$ cat src/rtl/imem_loader_pkg.sv
// Shared types and constants for the instruction-memory boot loader.
package imem_loader_pkg;

  typedef enum logic [1:0] {
    IDLE,
    LOAD,
    DONE
  } state_t;

  localparam int unsigned WORD_BYTES = 4;
  localparam logic [7:0]  PAD_BYTE   = 8'h00;

endpackage

$ cat src/rtl/imem_loader_byte_packer.sv
// Packs accepted bytes MSB-first into 32-bit words; a last byte mid-word
// flushes the word with PAD_BYTE fill.
module byte_packer
  import imem_loader_pkg::*;
(
  input  logic        clk,
  input  logic        rst,
  input  logic        clr,
  input  logic        in_valid,
  input  logic [7:0]  in_byte,
  input  logic        in_last,
  output logic [31:0] word,
  output logic        word_ready,
  output logic        padded
);

  logic [1:0]  idx;
  logic [23:0] sr;
  logic        at_end;

  assign at_end     = (idx == 2'(WORD_BYTES - 1));
  assign word_ready = in_valid && (at_end || in_last);
  assign padded     = in_valid && in_last && !at_end;

  // Word is assembled from the bytes already held plus the byte being accepted now.
  always_comb begin
    word = '0;
    unique case (idx)
      2'd0:    word = {in_byte, PAD_BYTE, PAD_BYTE, PAD_BYTE};
      2'd1:    word = {sr[7:0], in_byte, PAD_BYTE, PAD_BYTE};
      2'd2:    word = {sr[15:0], in_byte, PAD_BYTE};
      default: word = {sr[23:0], in_byte};
    endcase
  end

  always_ff @(posedge clk) begin
    if (rst || clr) begin
      idx <= '0;
      sr  <= '0;
    end else if (in_valid) begin
      idx <= word_ready ? 2'd0 : idx + 2'd1;
      sr  <= {sr[15:0], in_byte};
    end
  end

endmodule

$ cat src/rtl/imem_loader.sv
// Boot-time byte-stream to instruction-memory word writer; holds the CPU in
// reset until the load finishes. Optional IMEM_LOADER_CHECKSUM_EN adds an XOR checksum.
module imem_loader
  import imem_loader_pkg::*;
#(
  parameter int unsigned DEPTH_WORDS = 500,
  parameter logic [31:0] BASE_ADDR   = 32'h0000_0000,
  localparam int unsigned CW         = $clog2(DEPTH_WORDS + 1)
) (
  input  logic          clk,
  input  logic          rst,
  input  logic          start,
  input  logic [7:0]    byte_in,
  input  logic          byte_valid,
  input  logic          last,
  output logic          byte_ready,
  output logic          wr_en,
  output logic [31:0]   wr_addr,
  output logic [31:0]   wr_data,
  output logic          busy,
  output logic          done,
  output logic          cpu_hold,
  output logic          overflow,
  output logic          partial,
`ifdef IMEM_LOADER_CHECKSUM_EN
  output logic [31:0]   checksum,
`endif
  output logic [CW-1:0] word_count
);

  state_t      state;
  logic        fin;
  logic        accept;
  logic        full;
  logic        pk_valid;
  logic        pk_clr;
  logic [31:0] pk_word;
  logic        pk_ready;
  logic        pk_padded;

  assign accept   = byte_valid && byte_ready;
  assign full     = (word_count == CW'(DEPTH_WORDS));
  assign pk_valid = accept && !full;
  assign pk_clr   = start && (state != LOAD);

  byte_packer u_packer (
    .clk        (clk),
    .rst        (rst),
    .clr        (pk_clr),
    .in_valid   (pk_valid),
    .in_byte    (byte_in),
    .in_last    (last),
    .word       (pk_word),
    .word_ready (pk_ready),
    .padded     (pk_padded)
  );

  // The session ends one cycle after the last byte so its final write
  // completes (and wr_addr advances) before done rises.
  always_ff @(posedge clk) begin
    if (rst) begin
      state      <= IDLE;
      fin        <= 1'b0;
      byte_ready <= 1'b0;
      wr_en      <= 1'b0;
      wr_addr    <= BASE_ADDR;
      wr_data    <= '0;
      busy       <= 1'b0;
      done       <= 1'b0;
      cpu_hold   <= 1'b1;
      overflow   <= 1'b0;
      partial    <= 1'b0;
      word_count <= '0;
`ifdef IMEM_LOADER_CHECKSUM_EN
      checksum   <= '0;
`endif
    end else begin
      wr_en <= 1'b0;
      if (wr_en) wr_addr <= wr_addr + 32'd4;
      unique case (state)
        IDLE, DONE: begin
          if (start) begin
            state      <= LOAD;
            byte_ready <= 1'b1;
            word_count <= '0;
            overflow   <= 1'b0;
            partial    <= 1'b0;
            wr_addr    <= BASE_ADDR;
            busy       <= 1'b1;
            done       <= 1'b0;
            cpu_hold   <= 1'b1;
`ifdef IMEM_LOADER_CHECKSUM_EN
            checksum   <= '0;
`endif
          end
        end
        LOAD: begin
          if (pk_ready) begin
            wr_en      <= 1'b1;
            wr_data    <= pk_word;
            word_count <= word_count + 1'b1;
`ifdef IMEM_LOADER_CHECKSUM_EN
            checksum   <= checksum ^ pk_word;
`endif
          end
          if (pk_padded)     partial  <= 1'b1;
          if (accept && full) overflow <= 1'b1;
          if (accept && last) begin
            byte_ready <= 1'b0;
            fin        <= 1'b1;
          end
          if (fin) begin
            state    <= DONE;
            fin      <= 1'b0;
            busy     <= 1'b0;
            done     <= 1'b1;
            cpu_hold <= 1'b0;
          end
        end
        default: state <= IDLE;
      endcase
    end
  end

endmodule

$ cat config.mk
export PLATFORM = sky130hd
export DESIGN_NAME = imem_loader
export DESIGN_NICKNAME = d
export VERILOG_FILES = /design/src/rtl/imem_loader_pkg.sv /design/src/rtl/imem_loader_byte_packer.sv /design/src/rtl/imem_loader.sv
export SDC_FILE = /design/constraint.sdc
export NUM_CORES = 1
export LEC_CHECK = 0
export CAP_MARGIN = 10
export CORE_ASPECT_RATIO = 0.9
export CORE_UTILIZATION = 25
export CTS_CLUSTER_DIAMETER = 200
export DETAILED_ROUTE_END_ITERATION = 6
export GPL_TIMING_DRIVEN = 0
export PLACE_DENSITY = 0.47
export SLEW_MARGIN = 10
export SYNTH_ARGS = -nofsm -noshare
export SYNTH_HDL_FRONTEND = slang
export SYNTH_SLANG_ARGS = --single-unit
$ cat constraint.sdc
create_clock -name clk -period 2.52 [get_ports clk]
set_clock_uncertainty 0.05 [all_clocks]
set_input_delay 0.378 -clock clk [delete_from_list [all_inputs] [get_ports clk]]
set_output_delay 0.378 -clock clk [all_outputs]
set_load 0.01 [all_outputs]
After elaboration in Yosys (flattened, before gate mapping)
Cells that the tools add are included.

word-level totals
  flip-flop bits (word level) = 109
  input bits = 13
  output and inout port bits = 80
  logic and storage cells = 81

operators by class
  add/subtract/negate cells = 3
  equal/unequal tests = 13
  mux-type cells = 26
  bitwise logic cells = 1
  reduce and logical (&&, ||, !) cells = 24

operators with widths
  kind                                            count
  two-way mux 32 bit                              3
  one-hot mux 32 bit (3 select lines)             1
  adder 32 x 3 -> 32 bit (second input constant)  1
  two-way mux 9 bit                               2
  one-hot mux 9 bit (2 select lines)              1
  AND reduction 3 bit                             5
  two-way mux 1 bit                               10
  != test 2 bit (second input constant)           5
  one-hot mux 1 bit (2 select lines)              5
  adder 9 x 1 -> 9 bit (second input constant)    1
  == test 9 bit (second input constant)           1
  logical AND 1 bit                               8
  == test 2 bit (second input constant)           3
  two-way mux 2 bit                               3
  == test 2 x 1 -> 1 bit (second input constant)  2
  zero test 2 bit                                 2
  != test 2 x 1 -> 1 bit (second input constant)  2
  one-hot mux 2 bit (2 select lines)              1
  AND reduction 2 bit                             2
  OR reduction 2 bit                              2
  adder 2 x 1 -> 2 bit (second input constant)    1
  zero test 1 bit                                 2
  logical OR 1 bit                                2
  nonzero test 2 bit                              1
  inverter 1 bit                                  1

Longest topological paths before layout
  depth after elaboration = 7
  mapped depth = 8
  mapped depth without buffers = 6

By module
A second synthesis with hierarchy kept.

unflattened totals
  cell total of the unflattened synthesis = 594
  area, all modules = 4,901.0 µm²

modules (own cells, without submodules)
  module       times used  cells each  area each (µm²)  sequential area each (µm²)
  imem_loader  1           409         3,325.7          1,621.6
  byte_packer  1           185         1,575.3          520.5

Worst setup path after synthesis
OpenSTA, ideal clock, no wires.

  path type = reg2reg
  from = reg wr_addr[2]
  to = reg wr_addr[24]
  setup time = 70 ps
  arrival = 1,919 ps
  data required time = 2,400 ps
  setup slack = 480 ps
  stages on the path, launching flop included = 7
  buffers on the path = 1
  period minus slack after synthesis = 2,040 ps
  cell sequence = dfxtp_1 ha_1 nand3_1 or4_4 buf_4 or3_1 a21oi_1

on the way
  word-level cells in the longest chain between the ends = 4

RTL lines
  element                     line               source
  start, declared             imem_loader.sv:18  output logic [31:0] wr_addr,
  start signal, assigned      imem_loader.sv:79  if (wr_en) wr_addr <= wr_addr + 32'd4;
  adder 32 x 3 -> 32 bit (*)  imem_loader.sv:79
  two-way mux 32 bit (*)      imem_loader.sv:79
  two-way mux 32 bit          imem_loader.sv:82  if (start) begin
  two-way mux 32 bit (*)      imem_loader.sv:80  unique case (state)

Mark *: on every way between the ends. The rest lies on a longest branch, timed or not.
A chain may end at the register's enable or synchronous reset.

Worst setup path after layout
  from = reg word_count[0]
  to = reg wr_data[22]

on the way
  word-level cells in the longest chain between the ends = 5

RTL lines
  element                        line                           source
  start, declared                imem_loader.sv:28              output logic [CW-1:0] word_count
  start signal, assigned         imem_loader.sv:101             word_count <= word_count + 1'b1;
  == test 9 bit                  imem_loader.sv:42              assign full = (word_count == CW'(DEPTH_WORDS));
  zero test 1 bit                imem_loader.sv:43              assign pk_valid = accept && !full;
  logical AND 1 bit              imem_loader.sv:43
  logical AND 1 bit              imem_loader_byte_packer.sv:22  assign word_ready = in_valid && (at_end || in_last);
  AND reduction 2 bit (no line)  --
  end signal, assigned           imem_loader.sv:100             wr_data <= pk_word;
  end, declared                  imem_loader.sv:19              output logic [31:0] wr_data,

Every way passes these cells.

==> flow_results.org <==
** Synthesis
- Sequential element share of the synthesized area :: between 40% and 50%
- In the synthesized netlist the async set-or-reset flop fraction comes to 0%.
- Each instance of the synthesized netlist takes up on average 7.84 um2.
- Number of instances in the synthesized netlist :: around 600
- Flip-flop cell with the highest count after synthesis :: sky130_fd_sc_hd__dfxtp_1
- Count leader, synth :: sky130_fd_sc_hd__nand2_1
- After synthesis the netlist holds a flip-flop and latch count of 107.
- The largest total area in the synthesized netlist belongs to sky130_fd_sc_hd__dfxtp_1.
- Sorting the synthesized cells by how often they occur yields sky130_fd_sc_hd__nand2_1, sky130_fd_sc_hd__dfxtp_1, sky130_fd_sc_hd__a21oi_1.
- During synthesis, Yosys emitted a total of 0 warnings.
- Total standard cell area after synthesis :: 0.00474 mm2
- Post-synth EDFFs :: 0
- In the post-synthesis netlist, the biggest area contributors are sky130_fd_sc_hd__dfxtp_1, sky130_fd_sc_hd__nand2_1, sky130_fd_sc_hd__a21oi_1.
- Yosys mapped the design onto 45 distinct sky130hd cell types.
- In this run the biggest area consumer among cell types represents 45.2% of the synthesized area.

** Clock tree
- Maximum level of the CTS H-tree :: 3
- Clk sink count :: 107
- Root Driver :: sky130_fd_sc_hd__clkbuf_16
- Clock tree from TritonCTS :: yes
- Largest buffer count on any clock path :: 2
- Number of clock buffers inserted by TritonCTS :: 9
- Skew-Pair Late Insertion Delay :: roughly 0.36 ns
- Once the clock tree was built, the setup fixing pass inserted 0 buffers.
- Clock-pin slew of the registers on the worst-case setup and hold paths :: 0.08 ns

** Cells and area
- Relative to the synthesized area, the layout overhead comes to 31.9%.
- The repair_antennas step left the layout with diodes totalling 0.
- In the final layout, the share of cells above drive strength 1 is 4.51%.
- Fillers :: about 2k
- Cell area after layout :: 0.00625 mm2
- # nets final :: 725

** STA
- Max Fclk :: approximately 440 MHz
- Final hold vios :: 0
- The routed design could run at a clock period as short as 2.27 ns.
- Worst slew margin relative to its limit :: 60.3%
- In the finished design, the share of the clock period the worst path needs comes to 90.1%.
- Setup repair after global routing left no endpoint under its margin.
- Number of failing setup endpoints in the final timing report :: 0
- Number of max-slew violations in the final report :: 0
- Pin slew with the least headroom to its limit :: 0.596 ns

** Place
- HPWL reported at the end of detailed placement :: ~11 mm
- The count of buffers added on input and output ports is 90.
- The placed instances occupy a cell area of 0.00595 mm2.
- Routability cong. :: between 0.8 and 0.9

** Routing
- The first routing iteration left roughly 350 violations.
- Summed over all layers, the routed wires come to 15.1 mm.
- After detailed routing, the number of remaining DRC violations is 2.
- Length of the first detailed-routing pass in iterations :: 7
- The routed layout has approximately 4.7k vias.
- Dividing the detail-routed via count by the number of cells gives 4.93.
- In the final routed layout, each cell accounts on average for 15.8 um.
- Antenna Nets Post-Route :: 0

** Power
- Total power divided by cell area :: between 500 and 600 mW/mm2
- For this design the total switching power over the nets is 0.831 mW.
- In this run, the combinational gates consume under 10% of the power.
- The analysis attributes to cell leakage a power of between 1.5 and 2 nW.
- The share of total power dissipated in sequential elements is between 50% and 60%.
- VDD IR max :: 0.316 mV
- The share of total power dissipated in the clock network is 42.8%.
- Tot Pwr :: between 3 and 4 mW
- Share of total power consumed by net switching :: 24.9%
- Internal power contribution :: between 2 and 3 mW

** Floorplan
- Total die area :: 0.0195 mm2
- In this run the standard cell core region covers 0.0185 mm2.
- The initial utilization of the core area, before any placement, comes to 25.6%.
- Number of primary I/O pins :: between 90 and 100
- Row generation in the floorplan step produced 47 rows.
- Die Span X :: roughly 150 um
- Chip Height :: 133 um

** GRT
- GR Layer Usage met3 :: 3.93%
- For this run, the total global-route usage over all layers was measured as between 10% and 20%.
- First-pass GRT wire length :: 24.2 mm
- Number of antenna violations at the first check in global routing :: 0
- For met1 alone, demand over resource in global routing was between 10% and 20%.
- Entering global routing, the biggest net connects 19 pins.
- Layer with the highest usage after global routing :: met2
- For this run the aggregate overflow at the end of global routing stands at 0.
- Fraction of met2 tracks used by global routing :: 26.2%
- The number of global-route vias before repair is 4585.

** Min path
- In this run the worst hold path is classified as reg2reg.

** Worst setup path
- The worst setup path is launched from a flop.
- Arrival time worst endpoint :: 2.51 ns
- In this design, the stage delay of the slowest critical-path cell is 0.37 ns.
- Critical path start-end classification :: reg2reg
- Grouping stages by cell kind, the critical path spends the most delay in buffers and inverters.
- Crit path max fanout :: 10
- Traced cell by cell, the critical path runs through inv_1 > ha_1 > nand4b_1 > o211ai_1 > clkbuf_2 > clkbuf_1 > nand2_1 > a21oi_1.
- Crit path capture type :: flop
- On the critical path, the stage with the largest delay is an instance of sky130_fd_sc_hd__clkbuf_2.
- At the worst endpoint, the required time is roughly 2.8 ns.
- The number of buffers and inverters on the critical path is 3.

** Flow run
- Across the run, the number of max-cap violations was 0.

** Status
- Violations in the final reports :: DRC
- Run status :: finished with violations
## final cells by class
| type | instances | area (um2) | area share [%] |
|---|---|---|---|
| tap | 245 | 307 | 4.91 |
| buffer | 41 | 171 | 2.74 |
| multi-input combinational | 447 | 2390 | 38.3 |
| timing repair buffer | 90 | 901 | 14.4 |
| sequential | 107 | 2140 | 34.3 |
| inverter | 9 | 33.8 | 0.541 |
| clock inverter | 5 | 43.8 | 0.701 |
| clock buffer | 11 | 253 | 4.05 |
## cells in the final DEF, fill, tap and decap left out, types with 3 or more instances in the layout
master,netlist,final
sky130_fd_sc_hd__clkbuf_16,0,9
sky130_fd_sc_hd__a21o_1,3,3
sky130_fd_sc_hd__nand2_1,136,136
sky130_fd_sc_hd__ha_1,7,7
sky130_fd_sc_hd__nand2b_1,3,3
sky130_fd_sc_hd__a22oi_1,9,9
sky130_fd_sc_hd__nand3_1,26,26
sky130_fd_sc_hd__and3_1,3,3
sky130_fd_sc_hd__clkdlybuf4s50_1,0,90
sky130_fd_sc_hd__or4_1,6,6
sky130_fd_sc_hd__o31ai_1,5,5
sky130_fd_sc_hd__buf_4,3,3
sky130_fd_sc_hd__a211oi_1,8,8
sky130_fd_sc_hd__inv_1,9,9
sky130_fd_sc_hd__nor3_1,13,13
sky130_fd_sc_hd__buf_2,3,3
sky130_fd_sc_hd__xnor2_1,8,8
sky130_fd_sc_hd__clkbuf_1,32,30
sky130_fd_sc_hd__or3_1,13,13
sky130_fd_sc_hd__nor2b_1,3,3
sky130_fd_sc_hd__clkinv_4,0,3
sky130_fd_sc_hd__a21oi_1,75,74
sky130_fd_sc_hd__o21ai_0,31,31
sky130_fd_sc_hd__nor2_1,41,41
sky130_fd_sc_hd__xor2_1,4,4
sky130_fd_sc_hd__buf_1,4,3
sky130_fd_sc_hd__nor4_1,4,4
sky130_fd_sc_hd__nand4_1,8,8
sky130_fd_sc_hd__dfxtp_1,107,107
sky130_fd_sc_hd__and4_1,5,5
sky130_fd_sc_hd__a222oi_1,8,8
## state kept, by name (all words and copies together) (netlist names)
signal / count
fin: 1
wr_addr: 30
partial: 1
overflow: 1
wr_data: 32
u_packer.sr: 24
word_count: 9
wr_en: 1
cpu_hold: 1
busy: 1
byte_ready: 1
state: 2
done: 1
u_packer.idx: 2
## metal layers
layer | vias up | part of all wire (%)
met5 | - | 0
met4 | 0 | 1.8
met3 | 22 | 4.9
met2 | 150 | 48
met1 | 2223 | 45
li1 | 2314 | -
## metrics by stage
step	instances	hold slack, ns	setup WS [ns]	setup TNS (ns)	utilization [%]
6_report	955	0.391	0.249	0	33.8
5_1_grt	955	0.424	0.0169	0	33.8
4_1_cts	956	0.398	0.0640	0	33.8
3_5_place_dp	940	0.387	-0.248	-3.80	32.2
3_3_place_gp	940	0.382	-0.166	-2.62	32.2
2_1_floorplan	605	0.387	0.480	0	-
## what timing repair did
item                                    in CTS  in global routing
gates resized for setup                      1                  3
hold buffers                                 0                  0
endpoints found under the setup margin      10                 24
cloned                                       0                  0
## path summary, 6_finish.rpt
kind | from | end | slack (ns) | depth (start not counted)
setup / recovery | word_count[0] | wr_data[22] | 0.25 | 8
hold / removal | partial | partial | 0.39 | 2
setup reg to reg | word_count[0] | wr_data[22] | 0.25 | 8
hold reg to reg | partial | partial | 0.39 | 2
## cells by family after synthesis
logic type,count (synthesis),share of synthesized area (%)
AOI/OAI and AO/OA,150,18.7
xor gates and xnor gates,12,2.22
adders and majority gates,7,1.85
buffers and inverters,51,4.36
DFF,107,45.2
muxes,2,0.423
other,1,0.0792
and+or+nand+nor,274,27.2
## worst min-delay path: stages, from the launching register on
cell and delay [ns]:
sky130_fd_sc_hd__dfxtp_1 0.31, sky130_fd_sc_hd__nand2_1 0.05, sky130_fd_sc_hd__nand2_1 0.04
## power groups by stage
stage                     combinational (mW)  sequential, mW  clock, mW
after floorplan                        0.102            1.75          0
after global placement                 0.194            1.75          0
after detailed placement               0.194            1.75          0
after CTS                              0.195            1.71       1.48
after global routing                   0.214            1.72       1.55
final                                  0.196            1.71       1.43
(Power assumes the default switching activity.)
